## src/rtl/fast_divider.sv

```systemverilog
// Iterative unsigned divider: restoring radix-2 loop, one quotient bit per cycle,
// with a single-cycle fast path for divide-by-zero and dividend < divisor.
module fast_divider #(
  parameter int DIN_W = 8
) (
  input  logic             clk,
  input  logic             rst_n,
  input  logic [DIN_W-1:0] dividend_i,
  input  logic [DIN_W-1:0] divisor_i,
  input  logic             operands_valid_i,
  output logic             operands_ready_o,
  output logic [DIN_W-1:0] quotient_o,
  output logic [DIN_W-1:0] remainder_o,
  output logic             div_by_zero_o,
  output logic             result_valid_o
);

  localparam int CNT_W = (DIN_W > 1) ? $clog2(DIN_W) : 1;

  typedef enum logic {IDLE, CALC} state_t;

  state_t           state;
  logic [DIN_W-1:0] rem_q;
  logic [DIN_W-1:0] dsr_q;
  logic [DIN_W-1:0] dvs_q;
  logic [CNT_W-1:0] cnt_q;

  logic [DIN_W:0]   shifted;
  logic [DIN_W:0]   trial;
  logic             qbit;
  logic [DIN_W-1:0] rem_nxt;
  logic [DIN_W-1:0] dsr_nxt;

  assign operands_ready_o = (state == IDLE);

  // The partial remainder stays below the divisor, so DIN_W bits hold it;
  // only the trial subtraction needs the extra sign bit.
  always_comb begin
    shifted = {rem_q, dsr_q[DIN_W-1]};
    trial   = shifted - {1'b0, dvs_q};
    qbit    = ~trial[DIN_W];
    rem_nxt = qbit ? trial[DIN_W-1:0] : shifted[DIN_W-1:0];
    dsr_nxt = (dsr_q << 1) | DIN_W'(qbit);
  end

  always_ff @(posedge clk or negedge rst_n) begin
    if (!rst_n) begin
      state          <= IDLE;
      rem_q          <= '0;
      dsr_q          <= '0;
      dvs_q          <= '0;
      cnt_q          <= '0;
      quotient_o     <= '0;
      remainder_o    <= '0;
      div_by_zero_o  <= 1'b0;
      result_valid_o <= 1'b0;
    end else begin
      result_valid_o <= 1'b0;
      case (state)
        IDLE: begin
          if (operands_valid_i) begin
            if (divisor_i == '0) begin
              quotient_o     <= '1;
              remainder_o    <= dividend_i;
              div_by_zero_o  <= 1'b1;
              result_valid_o <= 1'b1;
            end else if (dividend_i < divisor_i) begin
              quotient_o     <= '0;
              remainder_o    <= dividend_i;
              div_by_zero_o  <= 1'b0;
              result_valid_o <= 1'b1;
            end else begin
              rem_q <= '0;
              dsr_q <= dividend_i;
              dvs_q <= divisor_i;
              cnt_q <= CNT_W'(DIN_W - 1);
              state <= CALC;
            end
          end
        end
        CALC: begin
          rem_q <= rem_nxt;
          dsr_q <= dsr_nxt;
          if (cnt_q == '0) begin
            quotient_o     <= dsr_nxt;
            remainder_o    <= rem_nxt;
            div_by_zero_o  <= 1'b0;
            result_valid_o <= 1'b1;
            state          <= IDLE;
          end else begin
            cnt_q <= cnt_q - 1'b1;
          end
        end
        default: state <= IDLE;
      endcase
    end
  end

endmodule

```

## config.mk

```make
export PLATFORM = sky130hd
export DESIGN_NAME = fast_divider
export DESIGN_NICKNAME = d
export VERILOG_FILES = /design/src/rtl/fast_divider.sv
export SDC_FILE = /design/constraint.sdc
export NUM_CORES = 1
export LEC_CHECK = 0
export BUFFER_PORTS_ARGS = -buffer_cell sky130_fd_sc_hd__buf_2
export CORE_UTILIZATION = 54
export CTS_BUF_LIST = sky130_fd_sc_hd__clkbuf_8
export DETAILED_ROUTE_END_ITERATION = 6
export MAX_ROUTING_LAYER = met4
export PLACE_DENSITY_LB_ADDON = 0.05
export REMOVE_ABC_BUFFERS = 1
export SLEW_MARGIN = 20
export SYNTH_ARGS = -nofsm -noshare
export SYNTH_HDL_FRONTEND = slang
export SYNTH_SLANG_ARGS = --single-unit
```

## constraint.sdc

```tcl
create_clock -name clk -period 2.4 [get_ports clk]
set_input_delay 0.72 -clock clk [delete_from_list [all_inputs] [get_ports clk]]
set_output_delay 0.72 -clock clk [all_outputs]
set_load 0.005 [all_outputs]
```

After elaboration in Yosys (flattened, before gate mapping)

Index checks and enable logic that the tools add are counted.

Output and inout bits: 19
Register bits: 46
Input port bits: 19
Logic and storage cells: 68

Equal/unequal tests: 6
$lt $le $gt $ge: 1
$add $sub $neg: 2
Mux-type cells: 39
Bitwise logic cells: 5
Reductions and logical operators: 6

Operator list:

| kind                  | count |
|---|---|
| $mux W8               | 15 |
| $pmux W8 S2           | 4 |
| $mux W1               | 12 |
| $mux W3               | 4 |
| $sub A9 B8 Y9         | 1 |
| $logic_not A8 Y1      | 1 |
| $lt A8 B8 Y1          | 1 |
| $ne A2 B2 Y1 const B  | 4 |
| $or A8 B1 Y8          | 1 |
| $reduce_and A4 Y1     | 2 |
| $pmux W1 S2           | 3 |
| $pmux W3 S2           | 1 |
| $reduce_and A3 Y1     | 2 |
| $not A1 Y1            | 4 |
| $logic_not A3 Y1      | 1 |
| $ne A3 B1 Y1 const B  | 1 |
| $sub A3 B1 Y3 const B | 1 |
| $ne A2 B1 Y1 const B  | 1 |

Longest topological paths before layout

Depth in word-level cells: 5
Mapped depth: 11

Worst setup path after synthesis

OpenSTA, ideal clock, no wires.

Path type: register -> register
From: register dsr_q[7]
To: register remainder_o[3]
Data required time: 2.335 ns
Stages on the path, launching flop included: 11
Clock period less this slack: 2.309 ns
Arrival: 2.244 ns
Setup slack: 0.091 ns
Setup time: 0.065 ns
Path buffers: 0
Path through: dfrtp_1 inv_1 ha_1 inv_1 fa_1 a211oi_2 o21a_2 o211ai_4 or3b_1 a21oi_2 o22a_1

Word-level cells in the longest chain between the ends: 4

Ends and longest elaborated chain:

| element                | line | source |
|---|---|---|
| from (decl)            | 24   | `logic [DIN_W-1:0] dsr_q;` |
| from (signal assigned) | 74   | `dsr_q <= dividend_i;` |
| from (signal assigned) | 83   | `dsr_q <= dsr_nxt;` |
| $sub A9 B8 Y9          | 40   | `trial = shifted - {1'b0, dvs_q};` |
| $mux W8                | 42   | `rem_nxt = qbit ? trial[DIN_W-1:0] : shifted[DIN_W-1:0];` |
| $mux W8                | 84   | `if (cnt_q == '0) begin` |
| $pmux W8 S2            | 59   | `case (state)` |
| to (signal assigned)   | 64   | `remainder_o <= dividend_i;` |
| to (signal assigned)   | 69   | `remainder_o <= dividend_i;` |
| to (signal assigned)   | 86   | `remainder_o <= rem_nxt;` |
| to (decl)              | 13   | `output logic [DIN_W-1:0] remainder_o,` |

No other way between the ends. The select of a mux whose other input is x is not followed.
A chain may end at the register's enable or synchronous reset.

Worst setup path in the final report

From: register dsr_q[7]
To: register remainder_o[4]

The elaborated chain is that of the path after synthesis.

==> metrics.txt <==
status completed; fraction of final layout cells with drive strength greater than 1 0.318; synthesis warning total 0; most common cell after layout, fill and taps aside sky130_fd_sc_hd__dfrtp_1; fin crit share 0.975; clock root cell sky130_fd_sc_hd__clkbuf_8; leading cell types in the layout, fill and taps excluded sky130_fd_sc_hd__dfrtp_1, sky130_fd_sc_hd__buf_2, sky130_fd_sc_hd__buf_4; Post-Syn Area 0.00269 sq mm; number of levels in the clock H-tree 2; setup slack, reg-to-reg 60 ps; iteration count of the initial detailed-routing pass 4; clock sink total 46; number of synthesized register bits 46; cell accounting for the most synthesized area sky130_fd_sc_hd__dfrtp_1; unrepaired setup endpoints after global routing yes; total gr overflow 0; share of Yosys cell area claimed by the top area cell type 0.428; DR iter-0 viols 137; fmax 427 MHz; detailed-route vias per instance 5.38; Final Hold Vio Count 0; clk_skew 6.49 ps; clock-pin slew reported for the worst setup and hold paths after clock tree synthesis 80 ps; wire length reported by the detailed router 6330 um; number of cells produced by synthesis 271; clock period minus final worst setup slack 2340 ps; fill count 373; count of antenna-violating nets left after detailed routing 0; row cnt 25; number of buffers added on ports 37; maximum number of pins on one net before global-route repair 47; number of buffers created by CTS 5; power density normalized to cell area between 1000 and 1500 mW/mm^2; initial core utilization 0.566; final HPWL from detailed placement ~4700 um; net count reported at finish 377; DRC errors left 0; Die W between 70 and 80 um; Placed Instances just under 400; worst hold margin 503 ps; worst IR drop on VDD 0.670 mV; largest fanout of any net on the critical path 6; Critical Path Source Type register; Syn Area/Cell roughly 10 sq um; PnR Total Power a little under 5 mW; via count of the first global-routing pass 2,159; ranking of synthesized cells by area sky130_fd_sc_hd__dfrtp_1, sky130_fd_sc_hd__ha_1, sky130_fd_sc_hd__mux2i_1, sky130_fd_sc_hd__a21oi_1, sky130_fd_sc_hd__nor2_1; Core ar. 0.00475 sq mm; worst-case headroom to the max-slew limit 0.604; actual slew at the worst max-slew pin roughly 590 ps; path type of the worst min-delay path primary input to asynchronous set/reset pin; total inserted antenna cells 0; initial antenna violation count 0; Final setup viols 0; via count of the routed design 2,191; element type at the critical path end register; data arrival time of the worst path 2530 ps; clock insertion delay at the later pin of the skew report roughly 300 ps; first-pass GRT wire length 10,200 um; classification of the worst setup path register to register; relative area change from synthesis to final layout 24.5%; All-Layer GR Usage 0.267; wire per inst between 15 and 20 um; DIE HEIGHT 72.6 um; hold buffer count at CTS 0; I/O pins 38; number of buffers between clock root and the deepest sink 2; distinct cell type count after synthesis between 50 and 60; final count of pins violating max slew 0; post-route non-filler standard cell count 407; Final Wtd Congestion 0.832; clock tree from TritonCTS built; die footprint 0.00527 sq mm; Seq/Total Area, Yosys 0.428; Max Cap Viol 0; leakage dissipation 1.67 nW; critical path data required time 2590 ps
per-stage QoR:
step	setup WS (ps)	TNS (ps)	util	area [sq um]
final	59.2	0	0.705	3350
after global routing	-48.6	-95.8	0.705	3350
after CTS	5.35	0	0.694	3300
after detailed placement	-244	-6070	0.660	3140
after global placement	-215	-5590	0.660	3140
after floorplan	-306	-4460	-	2620
kinds of logic (layout without fill, tap and decap cells):
logic type / after synthesis / in the layout / share of synthesized area
compound gates: 80 / 80 / 0.206
simple gates: 64 / 64 / 0.117
flops: 46 / 46 / 0.428
buf+inv: 35 / 104 / 0.0609
mux: 23 / 23 / 0.0864
fa+ha+maj: 18 / 18 / 0.0864
xor+xnor: 5 / 5 / 0.0163
layout make-up:
| cell class | instances | area (sq um) | share of cell area |
|---|---|---|---|
| clock buffers | 6 | 82.6 | 0.0246 |
| multi-input cells | 190 | 1450 | 0.433 |
| flip-flops and latches | 46 | 1150 | 0.343 |
| inverters | 23 | 86.3 | 0.0258 |
| well taps | 67 | 83.8 | 0.0250 |
| clock inverters | 1 | 30.0 | 0.00896 |
| repair buffers | 74 | 467 | 0.139 |
layer usage:
metal	track usage	wire (um)
met3	0.0525	223
met5	-	0
met2	0.400	3040
met4	0.105	100
met1	0.361	2960
flip-flops by register name (all words and copies together) (netlist names):
| name | flops |
|---|---|
| dsr_q | 8 |
| dvs_q | 8 |
| quotient_o | 8 |
| rem_q | 8 |
| remainder_o | 8 |
| cnt_q | 3 |
| div_by_zero_o | 1 |
| result_valid_o | 1 |
| state | 1 |
cells in the mapped netlist, drive strengths merged:
cell	n
o2111ai	1
nor3b	2
o21a	4
o211a	1
a22oi	3
a21o	7
o22a	3
o31a	5
o22ai	2
a2111oi	1
or3b	1
or4	1
a21oi	33
a31oi	1
buf	9
nor3	2
a22o	2
xor2	1
o2bb2ai	1
a21bo	1
nand2	11
xnor2	4
o211ai	3
nor2b	1
fa	1
dfrtp	46
nand3	3
inv	23
mux2	2
a211oi	2
nor4b	1
ha	17
clkbuf	3
or2	1
and2	2
a211o	1
nor2	32
o21ai	7
o31ai	2
nand2b	4
mux2i	21
nand4	3
worst max-delay path: stages, from the launching register on:
cell and delay, ps:
sky130_fd_sc_hd__dfrtp_1 390, sky130_fd_sc_hd__inv_2 80, sky130_fd_sc_hd__ha_4 140, sky130_fd_sc_hd__inv_2 30, sky130_fd_sc_hd__fa_2 360, sky130_fd_sc_hd__a211oi_4 240, sky130_fd_sc_hd__o211ai_2 120, sky130_fd_sc_hd__o211ai_4 170
sky130_fd_sc_hd__buf_6 200, sky130_fd_sc_hd__mux2i_2 240, sky130_fd_sc_hd__nor2_2 70, sky130_fd_sc_hd__o22a_1 180
report_power, final:
group          total [mW]  internal (mW)  switching [mW]  leakage [nW]
Clock               0.587          0.333           0.254        0.0573
Combinational        2.88           1.39            1.49          1.07
Sequential           1.37           1.15           0.227         0.535
Total                4.84           2.87            1.97          1.67
worst paths after layout:
| path | from | to | cells after the start |
|---|---|---|---|
| max | dsr_q[7]$_DFFE_PN0P_ | remainder_o[4]$_DFFE_PN0P_ | 11 |
| min | rst_n | quotient_o[6]$_DFFE_PN0P_ | 2 |
| max reg2reg | dsr_q[7]$_DFFE_PN0P_ | remainder_o[4]$_DFFE_PN0P_ | 11 |
| min reg2reg | remainder_o[6]$_DFFE_PN0P_ | remainder_o[6]$_DFFE_PN0P_ | 1 |
| max in group asynchronous | rst_n | remainder_o[0]$_DFFE_PN0P_ | 2 |
| min in group clk | remainder_o[6]$_DFFE_PN0P_ | remainder_o[6]$_DFFE_PN0P_ | 1 |
what timing repair did:
item,in CTS,in global routing
buffers inserted,2,1
endpoints found under the hold margin,0,0
cloned,0,0
endpoints found under the setup margin,13,14
gates resized for setup,9,10
pin swaps,7,3
(Power assumes the default switching activity.)
